[config.mk]
export PLATFORM = sky130hd
export DESIGN_NAME = fnd_scan_controller
export DESIGN_NICKNAME = d
export VERILOG_FILES = /design/src/rtl/fnd_scan_controller.sv
export SDC_FILE = /design/constraint.sdc
export NUM_CORES = 1
export LEC_CHECK = 0
export CORE_MARGIN = 8
export CORE_UTILIZATION = 53
export CTS_CLUSTER_DIAMETER = 100
export DETAILED_ROUTE_END_ITERATION = 16
export GPL_ROUTABILITY_DRIVEN = 0
export PLACE_DENSITY = 0.73
export SYNTH_ARGS = -nofsm -noshare
export SYNTH_HDL_FRONTEND = slang
export SYNTH_SLANG_ARGS = --single-unit
[constraint.sdc]
create_clock -name i_clk -period 2.2 [get_ports i_clk]
set_input_delay 0.44 -clock i_clk [delete_from_list [all_inputs] [get_ports i_clk]]
set_output_delay 0.44 -clock i_clk [all_outputs]
set_load 0.01 [all_outputs]
[src/rtl/fnd_scan_controller.sv]
// Multiplexed 7-segment scan controller with an iterative double-dabble converter.
// Define FND_LZB_EN to enable leading-zero blanking.
module fnd_scan_controller #(
    parameter int DIGITS   = 4,
    parameter int VALUE_W  = 14,
    parameter int TICK_DIV = 100000
) (
    input  logic               i_clk,
    input  logic               i_reset,
    input  logic               i_load,
    input  logic [VALUE_W-1:0] i_value,
    input  logic [DIGITS-1:0]  i_dp,
    output logic               o_busy,
    output logic [DIGITS-1:0]  o_fndSelect,
    output logic [7:0]         o_fndFont,
    output logic [1:0]         o_dbg_state
);
    // Handshake: i_load is a fire-and-forget strobe with no backpressure; o_busy only
    // reports that a conversion is running or queued. A load arriving while busy
    // goes to a one-deep pending slot where the newest request overwrites older ones.

    localparam int IDX_W  = (DIGITS > 1) ? $clog2(DIGITS) : 1;
    localparam int TICK_W = $clog2(TICK_DIV);
    localparam int CNT_W  = $clog2(VALUE_W);
    localparam int BCD_W  = 4 * DIGITS;

    function automatic logic [63:0] pow10(input int n);
        logic [63:0] r;
        r = 64'd1;
        for (int i = 0; i < n; i++) r = r * 64'd10;
        return r;
    endfunction

    localparam logic [63:0] MAX_VAL = pow10(DIGITS) - 64'd1;

    function automatic logic seg_ovf(input logic [VALUE_W-1:0] v);
        return 64'(v) > MAX_VAL;
    endfunction

    function automatic logic [6:0] seg7(input logic [3:0] n);
        case (n)
            4'd0:    seg7 = 7'h40;
            4'd1:    seg7 = 7'h79;
            4'd2:    seg7 = 7'h24;
            4'd3:    seg7 = 7'h30;
            4'd4:    seg7 = 7'h19;
            4'd5:    seg7 = 7'h12;
            4'd6:    seg7 = 7'h02;
            4'd7:    seg7 = 7'h78;
            4'd8:    seg7 = 7'h00;
            4'd9:    seg7 = 7'h10;
            default: seg7 = 7'h7F;
        endcase
    endfunction

    typedef enum logic [1:0] {ST_IDLE = 2'd0, ST_SHIFT = 2'd1, ST_COMMIT = 2'd2} state_t;
    state_t state, state_nxt;

    logic [VALUE_W-1:0] work_bin, pend_value, src_value;
    logic [BCD_W-1:0]   work_bcd, bcd_adj, disp_bcd;
    logic [DIGITS-1:0]  work_dp, pend_dp, src_dp, disp_dp, blank;
    logic               work_ovf, disp_ovf, pend_valid, start;
    logic [CNT_W-1:0]   shift_cnt;
    logic [TICK_W-1:0]  tick_cnt;
    logic [IDX_W-1:0]   digit_idx;
    logic               tick, scan_upd;
    logic [3:0]         cur_nib;
    logic               cur_dp;
    logic [7:0]         glyph;

    always_ff @(posedge i_clk or negedge i_reset) begin
        if (!i_reset) state <= ST_IDLE;
        else          state <= state_nxt;
    end

    always_comb begin
        state_nxt = state;
        case (state)
            ST_IDLE:   if (i_load || pend_valid) state_nxt = ST_SHIFT;
            ST_SHIFT:  if (shift_cnt == CNT_W'(VALUE_W - 1)) state_nxt = ST_COMMIT;
            ST_COMMIT: state_nxt = (i_load || pend_valid) ? ST_SHIFT : ST_IDLE;
            default:   state_nxt = ST_IDLE;
        endcase
    end

    always_comb begin
        o_busy      = (state != ST_IDLE);
        o_dbg_state = state;
    end

    // A queued value always goes ahead of a load arriving in the same cycle.
    always_comb begin
        start     = ((state == ST_IDLE) || (state == ST_COMMIT)) && (i_load || pend_valid);
        src_value = pend_valid ? pend_value : i_value;
        src_dp    = pend_valid ? pend_dp : i_dp;
    end

    always_comb begin
        bcd_adj = work_bcd;
        for (int i = 0; i < DIGITS; i++)
            if (work_bcd[4*i +: 4] >= 4'd5) bcd_adj[4*i +: 4] = work_bcd[4*i +: 4] + 4'd3;
    end

    always_ff @(posedge i_clk or negedge i_reset) begin
        if (!i_reset) begin
            work_bin   <= '0;
            work_bcd   <= '0;
            work_dp    <= '0;
            work_ovf   <= 1'b0;
            shift_cnt  <= '0;
            pend_valid <= 1'b0;
            pend_value <= '0;
            pend_dp    <= '0;
            disp_bcd   <= '0;
            disp_dp    <= '0;
            disp_ovf   <= 1'b0;
        end else begin
            if (start) begin
                work_bin  <= src_value;
                work_bcd  <= '0;
                work_dp   <= src_dp;
                work_ovf  <= seg_ovf(src_value);
                shift_cnt <= '0;
            end else if (state == ST_SHIFT) begin
                work_bcd  <= {bcd_adj[BCD_W-2:0], work_bin[VALUE_W-1]};
                work_bin  <= {work_bin[VALUE_W-2:0], 1'b0};
                shift_cnt <= shift_cnt + CNT_W'(1);
            end
            if (i_load && !(start && !pend_valid)) begin
                pend_valid <= 1'b1;
                pend_value <= i_value;
                pend_dp    <= i_dp;
            end else if (start) begin
                pend_valid <= 1'b0;
            end
            if (state == ST_COMMIT) begin
                disp_bcd <= work_bcd;
                disp_dp  <= work_dp;
                disp_ovf <= work_ovf;
            end
        end
    end

    assign tick = (tick_cnt == TICK_W'(TICK_DIV - 1));

    // scan_upd resets high so the first edge after release already drives digit 0.
    always_ff @(posedge i_clk or negedge i_reset) begin
        if (!i_reset) begin
            tick_cnt  <= '0;
            digit_idx <= '0;
            scan_upd  <= 1'b1;
        end else begin
            tick_cnt <= tick ? '0 : tick_cnt + TICK_W'(1);
            scan_upd <= tick;
            if (tick) digit_idx <= (digit_idx == IDX_W'(DIGITS - 1)) ? '0 : digit_idx + IDX_W'(1);
        end
    end

`ifdef FND_LZB_EN
    logic lead;
    always_comb begin
        blank = '0;
        lead  = 1'b1;
        for (int n = DIGITS - 1; n >= 1; n--) begin
            lead     = lead && (disp_bcd[4*n +: 4] == 4'd0) && !disp_dp[n];
            blank[n] = lead;
        end
    end
`else
    assign blank = '0;
`endif

    always_comb begin
        cur_nib = disp_bcd[4*digit_idx +: 4];
        cur_dp  = disp_dp[digit_idx];
        if (disp_ovf)             glyph = 8'hBF;
        else if (blank[digit_idx]) glyph = 8'hFF;
        else if (cur_nib > 4'd9)  glyph = 8'hFF;
        else                      glyph = {~cur_dp, seg7(cur_nib)};
    end

    always_ff @(posedge i_clk or negedge i_reset) begin
        if (!i_reset) begin
            o_fndSelect <= '1;
            o_fndFont   <= 8'hFF;
        end else if (scan_upd) begin
            o_fndSelect <= ~(DIGITS'(1) << digit_idx);
            o_fndFont   <= glyph;
        end
    end

endmodule

Word level (Yosys, flattened, before mapping)
Memories as Yosys holds them, arrays and structs flattened. Cells that the tools add are included.

Memories: 1. Input bits: 21. Output and inout bits: 15. Bits in registers: 113. Word-level logic and storage cells: 82. Memory bits (read-only): 112.

Memories: (no name shown) (words 16, width 7, rd ports 1, clocked after Yosys merged registers in 0, write ports 0, line 41) `case (n)`.

Shifts and indexed selects: 2. $add $sub $neg: 7. Muxes and demuxes: 27. Equal/unequal tests: 7. Bitwise gates (word level): 2. Reductions and logical operators: 12. Order comparisons: 7.

Operator list (count): $mux W14 (3); $mux W16 (2); $mux W4 (6); $mux W8 (3); $add A17 B1 Y17 const B (1); $eq A17 B17 Y1 const B (1); $mux W17 (1); $ge A4 B3 Y1 const B (4); $shiftx A16 B5 Y4 (1); $gt A14 B14 Y1 const B (1); $add A4 B2 Y4 const B (3); $mux W2 (3); $pmux W2 S3 (1); $reduce_bool A2 Y1 (3); $mux W1 (5); $add A4 B1 Y4 const B (1); $bmux W1 S2 (2); $eq A2 B2 Y1 const B (2); $eq A4 B4 Y1 const B (1); $gt A4 B4 Y1 const B (1); $not A4 Y4 (1); $shl A1 B2 Y4 const A (1); $add A3 B2 Y3 const B (1); $logic_and A1 B1 Y1 (3); other kinds (11) (13).

Longest topological paths before layout
Depth in word-level cells: 7. Depth in mapped cells: 8. Gate-level depth less buffers: 7.

Least setup slack after synthesis
Ideal clock, no wire load.

Path type: reg-to-reg. Start: register digit_idx[0]. End: register o_fndFont[0]. Library setup time: 0.080 ns. Cell stages (with the launch flop): 9. Required time: 2.120 ns. Period minus slack after synthesis: 2.207 ns. Path slack: -0.007 ns. Path buffers: 1. Arrival time: 2.128 ns. Path through: dfrtp_1 -> buf_6 -> mux4_1 -> inv_1 -> ha_1 -> nor2_1 -> o31a_1 -> or2_4 -> o22a_1.

Word-level cells in the longest chain between the ends: 5.

RTL lines: start: declaration (line 65) `logic [IDX_W-1:0] digit_idx;`; start signal: assignment (line 155) `if (tick) digit_idx <= (digit_idx == IDX_W'(DIGITS - 1)) ? '0 : digit_idx + IDX_W'(1);`; $shiftx A16 B5 Y4 (line 174) `cur_nib = disp_bcd[4*digit_idx +: 4];`; $mem_v2 Z16 W7 / $gt A4 B4 Y1 (equally long branches); $mux W8 (line 178) `else if (cur_nib > 4'd9) glyph = 8'hFF;`; $mux W8 (*) (line 177) `else if (blank[digit_idx]) glyph = 8'hFF;`; $mux W8 (*) (line 176) `if (disp_ovf) glyph = 8'hBF;`; end signal: assignment (line 188) `o_fndFont <= glyph;`; end: declaration (line 15) `output logic [7:0] o_fndFont,`.

Every way passes the cells marked *; elsewhere a longest branch is shown, timed or not. The select of a mux whose other input is x is not followed. A chain may end at the register's enable or synchronous reset.

Worst setup path in the final report
Start: register digit_idx[0]. End: register o_fndFont[2].

The elaborated chain is that of the path after synthesis.

==> tab_implementation.tex <==
\begin{tabular}{lr}
\hline
Metric & Value \\
\hline
\multicolumn{2}{l}{\textbf{Run status}} \\
\quad Status & completed \\
\multicolumn{2}{l}{\textbf{Setup path}} \\
\quad Crit Path Category & register to register \\
\quad Critical register-to-register path startpoint & digit\_idx[0] \\
\quad Arrival time reported for the critical path endpoint & 2530 ps \\
\quad Element type at the critical path start & register \\
\quad Depth of the worst register-to-register path & 7 \\
\quad Worst path required time & 2620 ps \\
\quad Worst R2R Setup Slack & 90 ps \\
\quad Nature of the critical path endpoint & register \\
\quad End of the worst register-to-register path & o\_fndFont[2] \\
\quad Worst-path fanout max & 5 \\
\multicolumn{2}{l}{\textbf{Power and ir drop}} \\
\quad Share of total power in sequential cells & 0.389 \\
\quad Switching fraction of total power & 0.302 \\
\quad Net switching power figure & 0.00236 W \\
\quad Leakage power summed over all cells & 2.96 nW \\
\quad Int Pwr & 0.00545 W \\
\quad Power per standard cell area & 1180 nW/µm² \\
\quad Clock share of power & 0.352 \\
\quad Worst VDD drop & 0.000699 V \\
\quad Comb power frac & 0.259 \\
\multicolumn{2}{l}{\textbf{Clocking}} \\
\quad Clock network latency to the later pin of the worst-skew pair & 500 ps \\
\quad Cell chosen for the clock root & sky130\_fd\_sc\_hd\_\_clkbuf\_8 \\
\quad Largest buffer count on any clock path & 2 \\
\quad Total CTS buffers & 17 \\
\quad Clock tree from TritonCTS & done \\
\quad Clock tree sinks & 113 \\
\quad Clock transition at the registers of the reported paths & 50 ps \\
\quad H-tree depth reported by CTS & 4 \\
\multicolumn{2}{l}{\textbf{Synth}} \\
\quad Number of enable flip-flop cells after synthesis & 0 \\
\quad Sequential element share of the synthesized area & 0.524 \\
\quad Synth warn & 0 \\
\quad Nets in the synthesized netlist & 502 \\
\quad Commonest register cell after synthesis & sky130\_fd\_sc\_hd\_\_dfrtp\_1 \\
\quad Register bit count reported by yosys & 113 \\
\quad Syn Std Cell Area & 5430 µm² \\
\quad Count of mapped cells out of synthesis & 461 \\
\quad Avg Cell Area, Syn & 11.8 µm² \\
\quad Number of distinct library cell variants in the gate-level netlist after synthesis & 49 \\
\quad Synth async-reset ratio & 1.00 \\
\multicolumn{2}{l}{\textbf{Timing}} \\
\quad Crit share post-route & 0.957 \\
\quad Summed negative setup slack over all endpoints & 0 ps \\
\quad Post-route worst setup slack & 93.6 ps \\
\quad Final setup fails & 0 \\
\quad Worst Skew & 6.43 ps \\
\quad Least-Margin Pin Slew & 564 ps \\
\quad Final number of hold-violating endpoints & 0 \\
\quad Relative slew margins & 0.621 \\
\quad Final hold slack & 355 ps \\
\quad Highest clock frequency the design can meet & 0.475 GHz \\
\quad Unrepaired setup endpoints after global routing & no \\
\quad Post-layout minimum cycle time & 2110 ps \\
\quad Final Max Slew Viols & 0 \\
\multicolumn{2}{l}{\textbf{Placed design}} \\
\quad Placed cells & 628 \\
\quad Dpl hpwl & 7040 µm \\
\quad Buffers added on ports & 35 \\
\quad Worst setup timing slack at the placement stage & 55.6 ps \\
\multicolumn{2}{l}{\textbf{GRT}} \\
\quad Maximum number of pins on one net before global-route repair & 68 \\
\quad Global-route usage over all layers & 0.169 \\
\quad Number of antenna violations at the first check in global routing & 0 \\
\quad First-pass GRT wire length & 18,000 µm \\
\quad Overflow after GRT & 0 \\
\quad Via count of the first global-routing pass & 3,714 \\
\multicolumn{2}{l}{\textbf{Die}} \\
\quad Starting Density & 0.536 \\
\quad Die area & 13,700 µm² \\
\quad Rows & 37 \\
\quad Die height & 117 µm \\
\quad Width of the die & 117 µm \\
\quad CORE AREA & 10,100 µm² \\
\quad Count of pins on the block boundary & 36 \\
\multicolumn{2}{l}{\textbf{Layout}} \\
\quad Final Util & 0.655 \\
\quad Combined flip-flop and latch cell area & 2840 µm² \\
\quad Count of fill cells added during filler insertion & 760 \\
\quad Number of diodes & 0 \\
\quad Layout cells sized above 1 & 0.146 \\
\quad Net count, final & 556 \\
\quad Area overhead of the layout relative to synthesis & 22.3\% \\
\quad Non-Filler Instances & 664 \\
\quad Total area of multi-input combinational cells & 2410 µm² \\
\multicolumn{2}{l}{\textbf{Detailed routing}} \\
\quad Average wire per standard cell & 16.0 µm \\
\quad DR top layer & met4 \\
\quad Total routed wire length on the met1 layer & 4880 µm \\
\quad Total Routed Length & 10,600 µm \\
\quad Iteration-0 DRC count of the detailed router & 226 \\
\quad Residual antenna-violating net count after detailed routing & 0 \\
\quad Drc violations & 0 \\
\quad Length of the first detailed-routing pass in iterations & 4 \\
\quad Total number of vias & 3,648 \\
\quad Wire length on met3 & 415 µm \\
\quad Metal2 WL & 5170 µm \\
\quad Via density per instance & 5.49 \\
\multicolumn{2}{l}{\textbf{Run}} \\
\quad MaxCap Viol Count & 0 \\
\multicolumn{2}{l}{\textbf{Worst hold path}} \\
\quad Worst Hold Class & input pin to asynchronous set/reset pin \\
\hline
\end{tabular}
[stage by stage]
stage | cell area [µm²] | power [W]
floorplan | 5430 | 0.00441
CTS | 6620 | 0.00784
global route | 6650 | 0.00827
global placement | 6000 | 0.00490
finish | 6650 | 0.00781
detailed placement | 6000 | 0.00501
[synth_stat cells, types with 3 or more instances]
master,instances,share of area
sky130_fd_sc_hd__dfrtp_1,100,0.46
sky130_fd_sc_hd__xor2_1,7,0.011
sky130_fd_sc_hd__mux2_2,3,0.0062
sky130_fd_sc_hd__nand2b_1,6,0.0069
sky130_fd_sc_hd__mux2i_1,22,0.041
sky130_fd_sc_hd__a21oi_1,8,0.0074
sky130_fd_sc_hd__o21ai_1,21,0.019
sky130_fd_sc_hd__xnor2_1,14,0.023
sky130_fd_sc_hd__nand2_1,20,0.014
sky130_fd_sc_hd__o22a_1,7,0.011
sky130_fd_sc_hd__nor2_1,27,0.019
sky130_fd_sc_hd__nand4_1,5,0.0058
sky130_fd_sc_hd__dfstp_2,13,0.063
sky130_fd_sc_hd__o21ai_0,7,0.0064
sky130_fd_sc_hd__mux2_1,42,0.087
sky130_fd_sc_hd__o31ai_1,9,0.012
sky130_fd_sc_hd__nor2b_1,4,0.0046
sky130_fd_sc_hd__inv_1,25,0.017
sky130_fd_sc_hd__nand3_1,21,0.019
sky130_fd_sc_hd__buf_2,3,0.0028
sky130_fd_sc_hd__clkbuf_1,16,0.011
sky130_fd_sc_hd__nor3_1,6,0.0055
sky130_fd_sc_hd__nor4_1,5,0.0058
sky130_fd_sc_hd__ha_1,20,0.046
sky130_fd_sc_hd__a221o_1,12,0.022
sky130_fd_sc_hd__a32o_1,4,0.0074
sky130_fd_sc_hd__nand4bb_1,3,0.0062
sky130_fd_sc_hd__mux4_1,3,0.015
sky130_fd_sc_hd__and2_1,4,0.0046
[cell usage in the layout (no fill, tap or decap), types with 13 or more instances in the layout]
cell type / count
sky130_fd_sc_hd__buf_4: 20
sky130_fd_sc_hd__clkbuf_16: 16
sky130_fd_sc_hd__clkdlybuf4s50_1: 33
sky130_fd_sc_hd__dfrtp_1: 100
sky130_fd_sc_hd__dfstp_2: 13
sky130_fd_sc_hd__ha_1: 19
sky130_fd_sc_hd__inv_1: 23
sky130_fd_sc_hd__mux2_1: 42
sky130_fd_sc_hd__mux2i_1: 22
sky130_fd_sc_hd__nand2_1: 20
sky130_fd_sc_hd__nand3_1: 21
sky130_fd_sc_hd__nor2_1: 27
sky130_fd_sc_hd__o21ai_1: 21
sky130_fd_sc_hd__xnor2_1: 14
[registers in the layout, summed over array words and instances, names as in the netlist, 2 cells and up]
register / cells
tick_cnt: 17
disp_bcd: 16
work_bcd: 16
pend_value: 14
work_bin: 14
o_fndFont: 8
disp_dp: 4
o_fndSelect: 4
pend_dp: 4
shift_cnt: 4
work_dp: 4
digit_idx: 2
o_dbg_state: 2
[metal layers]
layer / GRT usage / vias up
met1: 0.213 / 1793
met2: 0.271 / 72
met3: 0.0534 / 13
met5: 0 / -
li1: - / 1770
met4: 0.0597 / 0
[power groups by stage]
stage | Combinational, W | Clock [W] | Sequential [W]
after floorplan | 0.00153 | 0 | 0.00288
after global placement | 0.00188 | 0 | 0.00302
after detailed placement | 0.00197 | 0 | 0.00304
after CTS | 0.00200 | 0.00281 | 0.00303
after global routing | 0.00226 | 0.00291 | 0.00310
final | 0.00202 | 0.00275 | 0.00304
[area by class of cell]
cell class,instances,share of cell area
inverter,25,0.0141
clock inverter,9,0.0194
timing repair buffer,56,0.0787
clock buffer,23,0.0717
tap,136,0.0256
sequential,113,0.428
multi-input combinational,302,0.362
[worst max-delay path by stage]
| stage | start | endpoint | slack (ps) |
|---|---|---|---|
| floorplan | digit_idx[0] | o_fndFont[0] | 40 |
| global placement | digit_idx[0] | o_fndFont[5] | 120 |
| detailed placement | digit_idx[0] | o_fndFont[2] | 60 |
| CTS | digit_idx[0] | o_fndFont[2] | 20 |
| global route | digit_idx[0] | o_fndFont[2] | 10 |
| finish | digit_idx[0] | o_fndFont[2] | 90 |
[worst max-delay path, stage by stage (launching register included)]
cell and delay (ps):
sky130_fd_sc_hd__dfrtp_1 410, sky130_fd_sc_hd__mux4_2 580, sky130_fd_sc_hd__inv_2 90, sky130_fd_sc_hd__ha_1 150, sky130_fd_sc_hd__nor2_1 60, sky130_fd_sc_hd__o31a_1 280
sky130_fd_sc_hd__or2_4 260, sky130_fd_sc_hd__o22a_1 190
[logic make-up (layout without fill, tap and decap cells)]
kind of cell | after synthesis | in the layout | synth area share
AOI/OAI and AO/OA | 75 | 75 | 0.0968
muxes | 72 | 72 | 0.157
and+or+nand+nor | 114 | 114 | 0.109
xor gates and xnor gates | 21 | 21 | 0.0339
DFF | 113 | 113 | 0.524
adders and majority gates | 20 | 20 | 0.0461
buffers and inverters | 46 | 113 | 0.0339
[repair_timing]
action | CTS | global route
buffers inserted | 0 | 3
gates resized for setup | 0 | 4
setup endpoints to repair | 0 | 6
hold buffers | 1 | 0
endpoints found under the hold margin | 17 | 0
(Power assumes the default switching activity.)
